File: src/rtl/memctl_pkg.sv
// Shared definitions for the memory access controller: FSM state encoding
// and the width of the wait-state down-counter.
package memctl_pkg;

  localparam int CNT_W = 3;

  typedef enum logic [1:0] {
    ST_IDLE   = 2'd0,
    ST_ACCESS = 2'd1,
    ST_WAIT   = 2'd2,
    ST_DONE   = 2'd3
  } memctl_state_e;

endpackage

File: src/rtl/memory_access_controller_wait_counter.sv
// Loadable down-counter that times the memory wait states; zero_o flags
// the final wait cycle.
module wait_counter
  import memctl_pkg::*;
(
  input  logic             clk_i,
  input  logic             rst_ni,
  input  logic             load_i,
  input  logic             en_i,
  input  logic [CNT_W-1:0] load_val_i,
  output logic             zero_o
);

  logic [CNT_W-1:0] cnt_q, cnt_d;

  always_comb begin
    cnt_d = cnt_q;
    if (load_i) begin
      cnt_d = load_val_i;
    end else if (en_i) begin
      cnt_d = cnt_q - CNT_W'(1);
    end
  end

  always_ff @(posedge clk_i) begin
    if (!rst_ni) begin
      cnt_q <= '0;
    end else begin
      cnt_q <= cnt_d;
    end
  end

  assign zero_o = (cnt_q == '0);

endmodule

File: src/rtl/memory_access_controller.sv
// Single-word read/write sequencer for a wait-stated synchronous data memory.
// Optional MEMCTL_FAULT_EN adds an address range check against MEM_LIMIT.
module memory_access_controller
  import memctl_pkg::*;
#(
  parameter int                ADDR_W      = 16,
  parameter int                DATA_W      = 16,
  parameter int                WAIT_STATES = 2,
  parameter logic [ADDR_W-1:0] MEM_LIMIT   = {ADDR_W{1'b1}}
) (
  input  logic              CLK,
  input  logic              Reset_n,
  input  logic              Req,
  input  logic              We,
  input  logic [ADDR_W-1:0] Addr,
  input  logic [DATA_W-1:0] WData,
  output logic              Busy,
  output logic              Done,
  output logic [DATA_W-1:0] RData,
  output logic              Fault,
  output logic [ADDR_W-1:0] MemAddr,
  output logic [DATA_W-1:0] MemWData,
  output logic              MemEn,
  output logic              MemWe,
  input  logic [DATA_W-1:0] MemRData
);

  memctl_state_e     state_q, state_d;
  logic [ADDR_W-1:0] addr_q, addr_d;
  logic [DATA_W-1:0] wdata_q, wdata_d;
  logic [DATA_W-1:0] rdata_q, rdata_d;
  logic              we_q, we_d;
  logic              fault_q, fault_d;
  logic              cnt_load, cnt_en, cnt_zero;
  logic              fault_hit;

`ifdef MEMCTL_FAULT_EN
  assign fault_hit = (Addr > MEM_LIMIT);
`else
  logic unused_mem_limit;
  assign fault_hit        = 1'b0;
  assign unused_mem_limit = ^MEM_LIMIT;
`endif

  wait_counter u_wait_counter (
    .clk_i      (CLK),
    .rst_ni     (Reset_n),
    .load_i     (cnt_load),
    .en_i       (cnt_en),
    .load_val_i (CNT_W'(WAIT_STATES)),
    .zero_o     (cnt_zero)
  );

  always_comb begin
    state_d  = state_q;
    addr_d   = addr_q;
    wdata_d  = wdata_q;
    rdata_d  = rdata_q;
    we_d     = we_q;
    fault_d  = 1'b0;
    cnt_load = 1'b0;
    cnt_en   = 1'b0;
    unique case (state_q)
      ST_IDLE: begin
        if (Req) begin
          if (fault_hit) begin
            // Out-of-range: skip the memory entirely and report at once
            state_d = ST_DONE;
            fault_d = 1'b1;
          end else begin
            addr_d  = Addr;
            wdata_d = WData;
            we_d    = We;
            state_d = ST_ACCESS;
          end
        end
      end
      ST_ACCESS: begin
        cnt_load = 1'b1;
        state_d  = ST_WAIT;
      end
      ST_WAIT: begin
        if (cnt_zero) begin
          state_d = ST_DONE;
          if (!we_q) begin
            rdata_d = MemRData;
          end
        end else begin
          cnt_en = 1'b1;
        end
      end
      ST_DONE: state_d = ST_IDLE;
      default: state_d = ST_IDLE;
    endcase
  end

  always_ff @(posedge CLK) begin
    if (!Reset_n) begin
      state_q <= ST_IDLE;
      addr_q  <= '0;
      wdata_q <= '0;
      rdata_q <= '0;
      we_q    <= 1'b0;
      fault_q <= 1'b0;
    end else begin
      state_q <= state_d;
      addr_q  <= addr_d;
      wdata_q <= wdata_d;
      rdata_q <= rdata_d;
      we_q    <= we_d;
      fault_q <= fault_d;
    end
  end

  // Every output is a register or a decode of the state register alone
  assign Busy     = (state_q == ST_ACCESS) || (state_q == ST_WAIT);
  assign Done     = (state_q == ST_DONE);
  assign MemEn    = (state_q == ST_ACCESS);
  assign MemWe    = (state_q == ST_ACCESS) && we_q;
  assign MemAddr  = addr_q;
  assign MemWData = wdata_q;
  assign RData    = rdata_q;
  assign Fault    = fault_q;

endmodule
File: config.mk
export PLATFORM = sky130hd
export DESIGN_NAME = memory_access_controller
export DESIGN_NICKNAME = d
export VERILOG_FILES = /design/src/rtl/memctl_pkg.sv /design/src/rtl/memory_access_controller_wait_counter.sv /design/src/rtl/memory_access_controller.sv
export SDC_FILE = /design/constraint.sdc
export NUM_CORES = 1
export LEC_CHECK = 0
export CAP_MARGIN = 20
export CORE_MARGIN = 4
export CORE_UTILIZATION = 35
export CTS_CLUSTER_SIZE = 10
export DETAILED_ROUTE_END_ITERATION = 7
export PLACE_DENSITY_LB_ADDON = 0.25
export SETUP_SLACK_MARGIN = 0.05
export SLEW_MARGIN = 20
export SYNTH_ARGS = -nofsm -noshare
export SYNTH_HDL_FRONTEND = slang
export SYNTH_SLANG_ARGS = --single-unit
export TNS_END_PERCENT = 50
File: constraint.sdc
create_clock -name CLK -period 4.2 [get_ports CLK]
set_input_delay 1.05 -clock CLK [delete_from_list [all_inputs] [get_ports CLK]]
set_output_delay 1.05 -clock CLK [all_outputs]
set_load 0.05 [all_outputs]
==> results.toml, run 1 <==
[routing]
wl_per_cell_um = 12.5
drtAntennaViolNets = 0
wirelength_um = 5390
drc = 0
drt-initial-drc-count = 41
vias = 1937
firstDrtPassIters = 4
avgViaCountPerCell = 4.50

[power]
seqPwrFrac_pct = 35.5
powerDensity_nw_per_um2 = 542
vdd.ir_drop.worst_uv = 317
p_int_mw = 1.05
power.switching_fraction_pct = 42.9
combPwrFrac_pct = 48.5
p_switching_mw = 0.789
p_clk_share_pct = 15.9
p_leak_nw = 1.23

[floorplanning]
start_util_pct = 37.0
dieArea_um2 = 7750
die_y_um = 88.0
io_pins = 105
core_area_um2 = 6060
fp.dieW_um = 88.0
rows = 28

[cts]
cts_made_buffers = 5
clk_latency_ns = 0.29
path_clk_slew_ns = 0.09
root_buffer = "clkbuf_8"
clockBufferDepth = 2
ctsHoldBuffers = 0
clock-sinks = 54
cts_setup_buffers = 0
cts_resized = 0
htree_levels = 2
cts_tree = "done"

[worst_setup_path]
reg2reg_slack_ns = 2.36
cp.arrival_ns = 1.90
cp-startpoint = "state_q[1]"
cp-start-kind = "flip-flop"
end_kind = "output port"
endpoint = "MemWe"
required_ns = 3.15
reg2reg_depth = 5
reg2reg_from = "state_q[0]"
r2r_end = "RData[7]"
crit_fanout = 5
critical_path_class = "reg2out"

[synth]
synthTopCellsByCount = "nand2_1 (101), dfxtp_1 (54), a21boi_0 (39)"
async_flop_share_pct = 0
synth_area_leader_cell = "dfxtp_1"
seq_area_frac_synth_pct = 48.2
yosysMostFrequentCell = "nand2_1"
yosys-top-cells-area = "dfxtp_1 (48%), nand2_1 (17%), a21boi_0 (13%), a21boi_2 (5.0%), ha_1 (3.9%)"
yosysUniqueCellTypes = 31
syn_nets = 316
ys_warn_count = 0
netlist_area_um2 = 2240
ys_seq_elements = 54
synth-edff-count = 0
yosysTopAreaCellShare_pct = 48.2
syn_inst = 257
ys.flop_type = "dfxtp_1"
synth_area_per_cell_um2 = 8.72

[timing]
hold_viol_final = 0
max_slew_margin_pct = 55.1
maxSlewViolCount = 0
fmax_mhz = 339
setup_violations = 0
fin_skew_ns = 0.00311
rsz0062_at_grt = "false"
finalCritPeriodShare_pct = 70.2
min_period_ns = 2.95
worstMarginPinSlew_ns = 0.669
fin_setup_tns_ns = 0

[cells_and_area]
finalNetCount = 413
n_fill_cell = 578
drive_gt1_share_pct = 7.32
antenna_cells = 0
area_growth_pct = 51.6
fin_util_pct = 56.1

[global_routing]
antenna_found_initial = 0
grt_pass1_vias = 1901
grt_start_max_net_pins = 34
grt_usage_pct = 13.9
grt_pass1_wl_um = 8550
overflow = 0

[min_path]
hold_path_class = "reg2reg"
worstHoldPathCells = 2
hp-start = "MemAddr[15]"

[status]
status = "finished, final reports clean"

[job]
drv_cap = 0

[place]
globalplace.congestion = 0.713
port_buffers = 103
hpwl_um = 3960
[layout by cell type (no fill, tap or decap), drive strengths merged]
cell type      instances
inv                    6
o21ai                  1
buf                    5
ha                     7
o31ai                  1
clkdlybuf4s50        103
a21boi                49
a21oi                  2
nor2b                  2
nand3                  1
nand2b                 2
nor2                   2
nor4bb                 1
o311a                  1
clkinv                 1
a21o                   1
nand4bb                1
and2                   2
dfxtp                 54
a31o                   1
clkinvlp               1
conb                   1
nand2                101
mux2i                  1
a211oi                 1
clkbuf                 6
nand4b                 1
[per-stage QoR]
step / cell area [µm²] / setup WS (ns) / total power [mW] / cells / hold WS (ns)
after floorplan: 2240 / 1.73 / 1.29 / 257 / 0.450
after global placement: 3290 / 1.49 / 1.55 / 421 / 0.448
after detailed placement: 3300 / 1.55 / 1.57 / 422 / 0.456
after CTS: 3400 / 1.21 / 1.87 / 430 / 0.469
after global routing: 3400 / 1.14 / 1.96 / 430 / 0.489
final: 3400 / 1.25 / 1.84 / 430 / 0.465
[critical path: stages (launching register included)]
cell             delay (ns)
dfxtp_1                0.34
inv_1                  0.10
ha_1                   0.22
and2_1                 0.14
clkdlybuf4s50_1        0.80
[registers in the layout, summed over array words and instances, names as in the netlist]
| signal | flops |
|---|---|
| we_q | 1 |
| RData | 16 |
| u_wait_counter.cnt_q | 3 |
| state_q | 2 |
| MemAddr | 16 |
| MemWData | 16 |
[metal layers]
layer	vias up	GRT usage [%]	wire length (µm)
li1	1013	-	-
met1	850	16.2	2380
met2	72	23.3	2310
met3	2	6.59	669
met4	0	3.30	21
met5	-	0	0
[cell type report]
cell class                      count  area (µm²)  area share, %
Clock inverter                      2        12.5          0.368
Inverter                            6        22.5          0.663
Tap cell                           75        93.8           2.76
Clock buffer                        6        82.6           2.43
Timing Repair Buffer              108        1080           31.7
Sequential cell                    54        1080           31.8
Multi-Input combinational cell    179        1030           30.3
[logic make-up after synthesis]
logic type               after synthesis  share of synthesized area, %
AO/OA/AOI/OAI                         57                          20.6
multiplexers                           1                         0.446
AND/OR/NAND/NOR                      113                          20.5
adder cells (fa/ha/maj)                7                          3.91
buffers and inverters                 24                          6.14
other                                  1                         0.167
flip-flops                            54                          48.2
[worst min-delay path by stage]
stage | slack (ns) | endpoint
after detailed placement | 0.46 | MemAddr[8]
after CTS | 0.47 | MemAddr[8]
after floorplan | 0.45 | u_wait_counter.cnt_q[0]
final | 0.47 | MemAddr[15]
after global placement | 0.45 | MemWData[11]
after global routing | 0.49 | MemWData[1]
[power by group through the flow]
stage | combinational, mW | sequential (mW) | clock (mW)
6_report | 0.894 | 0.654 | 0.293
5_1_grt | 0.964 | 0.668 | 0.327
4_1_cts | 0.908 | 0.655 | 0.310
3_5_place_dp | 0.905 | 0.666 | 0
3_3_place_gp | 0.882 | 0.664 | 0
2_1_floorplan | 0.367 | 0.922 | 0
No activity file was read; power rests on OpenSTA's default activity.
==> inputs of run 2 (changes only) <==
==> constraint.sdc (replaced) <==
create_clock -name CLK -period 2.7 [get_ports CLK]
set_input_delay 0.675 -clock CLK [delete_from_list [all_inputs] [get_ports CLK]]
set_output_delay 0.675 -clock CLK [all_outputs]
set_load 0.05 [all_outputs]
==> run 2 against run 1 <==
  * Setup slack lost 1.1 ns
  * Flip-flop and latch count stayed put
  * Sequential power grew 54%
  * Cell area decreased by 0.59%
  * Sequential share of layout area up 0.19 points
  * Combinational power rose by 54%
  * First-iteration DRC count fell by 22%
  * Largest power group unchanged
==> results.toml, run 2 (synthesized netlist as in run 1, its figures left out) <==
[timing]
fin_ws_ns = 0.161
finalCritPeriodShare_pct = 94.0
maxSlewViolCount = 0
min_period_ns = 2.54
fin_skew_ns = 0.00375
hold-worst-slack_ns = 0.464
setup_violations = 0
max_slew_margin_pct = 55.0
fmax_mhz = 394
fin_setup_tns_ns = 0
worstMarginPinSlew_ns = 0.671
hold_viol_final = 0
rsz0062_at_grt = "false"

[routing]
drc = 0
vias = 1927
wl_per_cell_um = 12.7
firstDrtPassIters = 2
wirelength_um = 5460
drtAntennaViolNets = 0
drt-initial-drc-count = 32
avgViaCountPerCell = 4.49

[cells_and_area]
antenna_cells = 0
drive_gt1_share_pct = 6.78
instances_no_fill = 429
n_fill_cell = 588
mostFrequentLayoutCells = "clkdlybuf4s50_1 (102), nand2_1 (101), dfxtp_1 (54)"
area_growth_pct = 50.7
finalNetCount = 413
final_common_cell = "clkdlybuf4s50_1"
fin_util_pct = 55.7

[floorplanning]
io_pins = 105
fp.dieW_um = 88.0
start_util_pct = 37.0
rows = 28
core_area_um2 = 6060
die_y_um = 88.0
dieArea_um2 = 7750

[power]
p_leak_nw = 1.23
powerDensity_nw_per_um2 = 833
vdd.ir_drop.worst_uv = 405

[cts]
htree_levels = 2
path_clk_slew_ns = 0.09
cts_tree = "done"
ctsHoldBuffers = 0
clk_latency_ns = 0.30
clock-sinks = 54
clockBufferDepth = 2
cts_made_buffers = 5
root_buffer = "clkbuf_8"

[min_path]
hold_path_class = "reg2reg"
worstHoldPathCells = 2

[place]
hpwl_um = 3980
pre_cts_ws_ns = 0.442
dp.cells = 422
globalplace.congestion = 0.712
port_buffers = 103

[status]
status = "finished, final reports clean"

[worst_setup_path]
cp.arrival_ns = 1.86
critical_path_class = "reg2out"
required_ns = 2.03
end_kind = "output port"
crit_fanout = 4
cp-start-kind = "flip-flop"
reg2reg_slack_ns = 0.87
reg2reg_depth = 5

[global_routing]
grt_pass1_wl_um = 8780
grt_use_met2_pct = 24.3
grt_use_met1_pct = 15.7
grt_pass1_vias = 2021
grt_start_max_net_pins = 34
grt.busiest_layer = "met2"
grt_util_met3_pct = 8.09
grt_usage_pct = 14.4
overflow = 0
antenna_found_initial = 0

[job]
drv_cap = 0
run 2: changes by cell type in the layout (fill, tap and decap cells not counted):
cell,change
buf_4,+1
clkinv_2,-1
clkbuf_1,+1
clkdlybuf4s50_1,-1
clkbuf_8,-1
buf_8,-1
dlymetal6s2s_1,+1
run 2: layout make-up:
class | count | area, µm² | area share, %
Sequential cell | 54 | 1080 | 32.0
Timing Repair Buffer | 108 | 1070 | 31.7
Multi-Input combinational cell | 179 | 1030 | 30.5
Tap cell | 75 | 93.8 | 2.78
Clock buffer | 6 | 72.6 | 2.15
Inverter | 6 | 22.5 | 0.667
Clock inverter | 1 | 7.51 | 0.222
run 2: worst paths after layout:
path / to / start
worst max-delay path: Busy / state_q[0]
worst min-delay path: MemAddr[9] / MemAddr[9]
worst max register to register: RData[14] / state_q[0]
worst min register to register: MemAddr[9] / MemAddr[9]
run 2: power breakdown:
group	leakage, nW	internal [mW]	switching (mW)
registers	0.441	0.939	0.0744
logic	0.752	0.483	0.898
clock network	0.0373	0.178	0.241
total	1.23	1.60	1.21
run 2: routing by layer:
metal / share of wire (%) / vias up / wire length, µm
li1: - / 1014 / -
met1: 41 / 832 / 2230
met2: 44 / 75 / 2420
met3: 14 / 6 / 764
met4: 0.93 / 0 / 51
met5: 0 / - / 0
run 2: stage by stage:
stage	total power, mW	cell area (µm²)
after detailed placement	2.44	3300
final	2.81	3380
after global placement	2.41	3300
after floorplan	2.00	2240
after CTS	2.87	3380
after global routing	3.01	3380
run 2: critical path, stage by stage, from the launching register on:
cell             delay, ns
dfxtp_1               0.37
inv_1                 0.10
ha_1                  0.30
clkdlybuf4s50_1       0.80
run 2: repair_timing:
item,in CTS,in global routing
endpoints found under the setup margin,0,1
gates resized for setup,0,1
buffers inserted,0,0
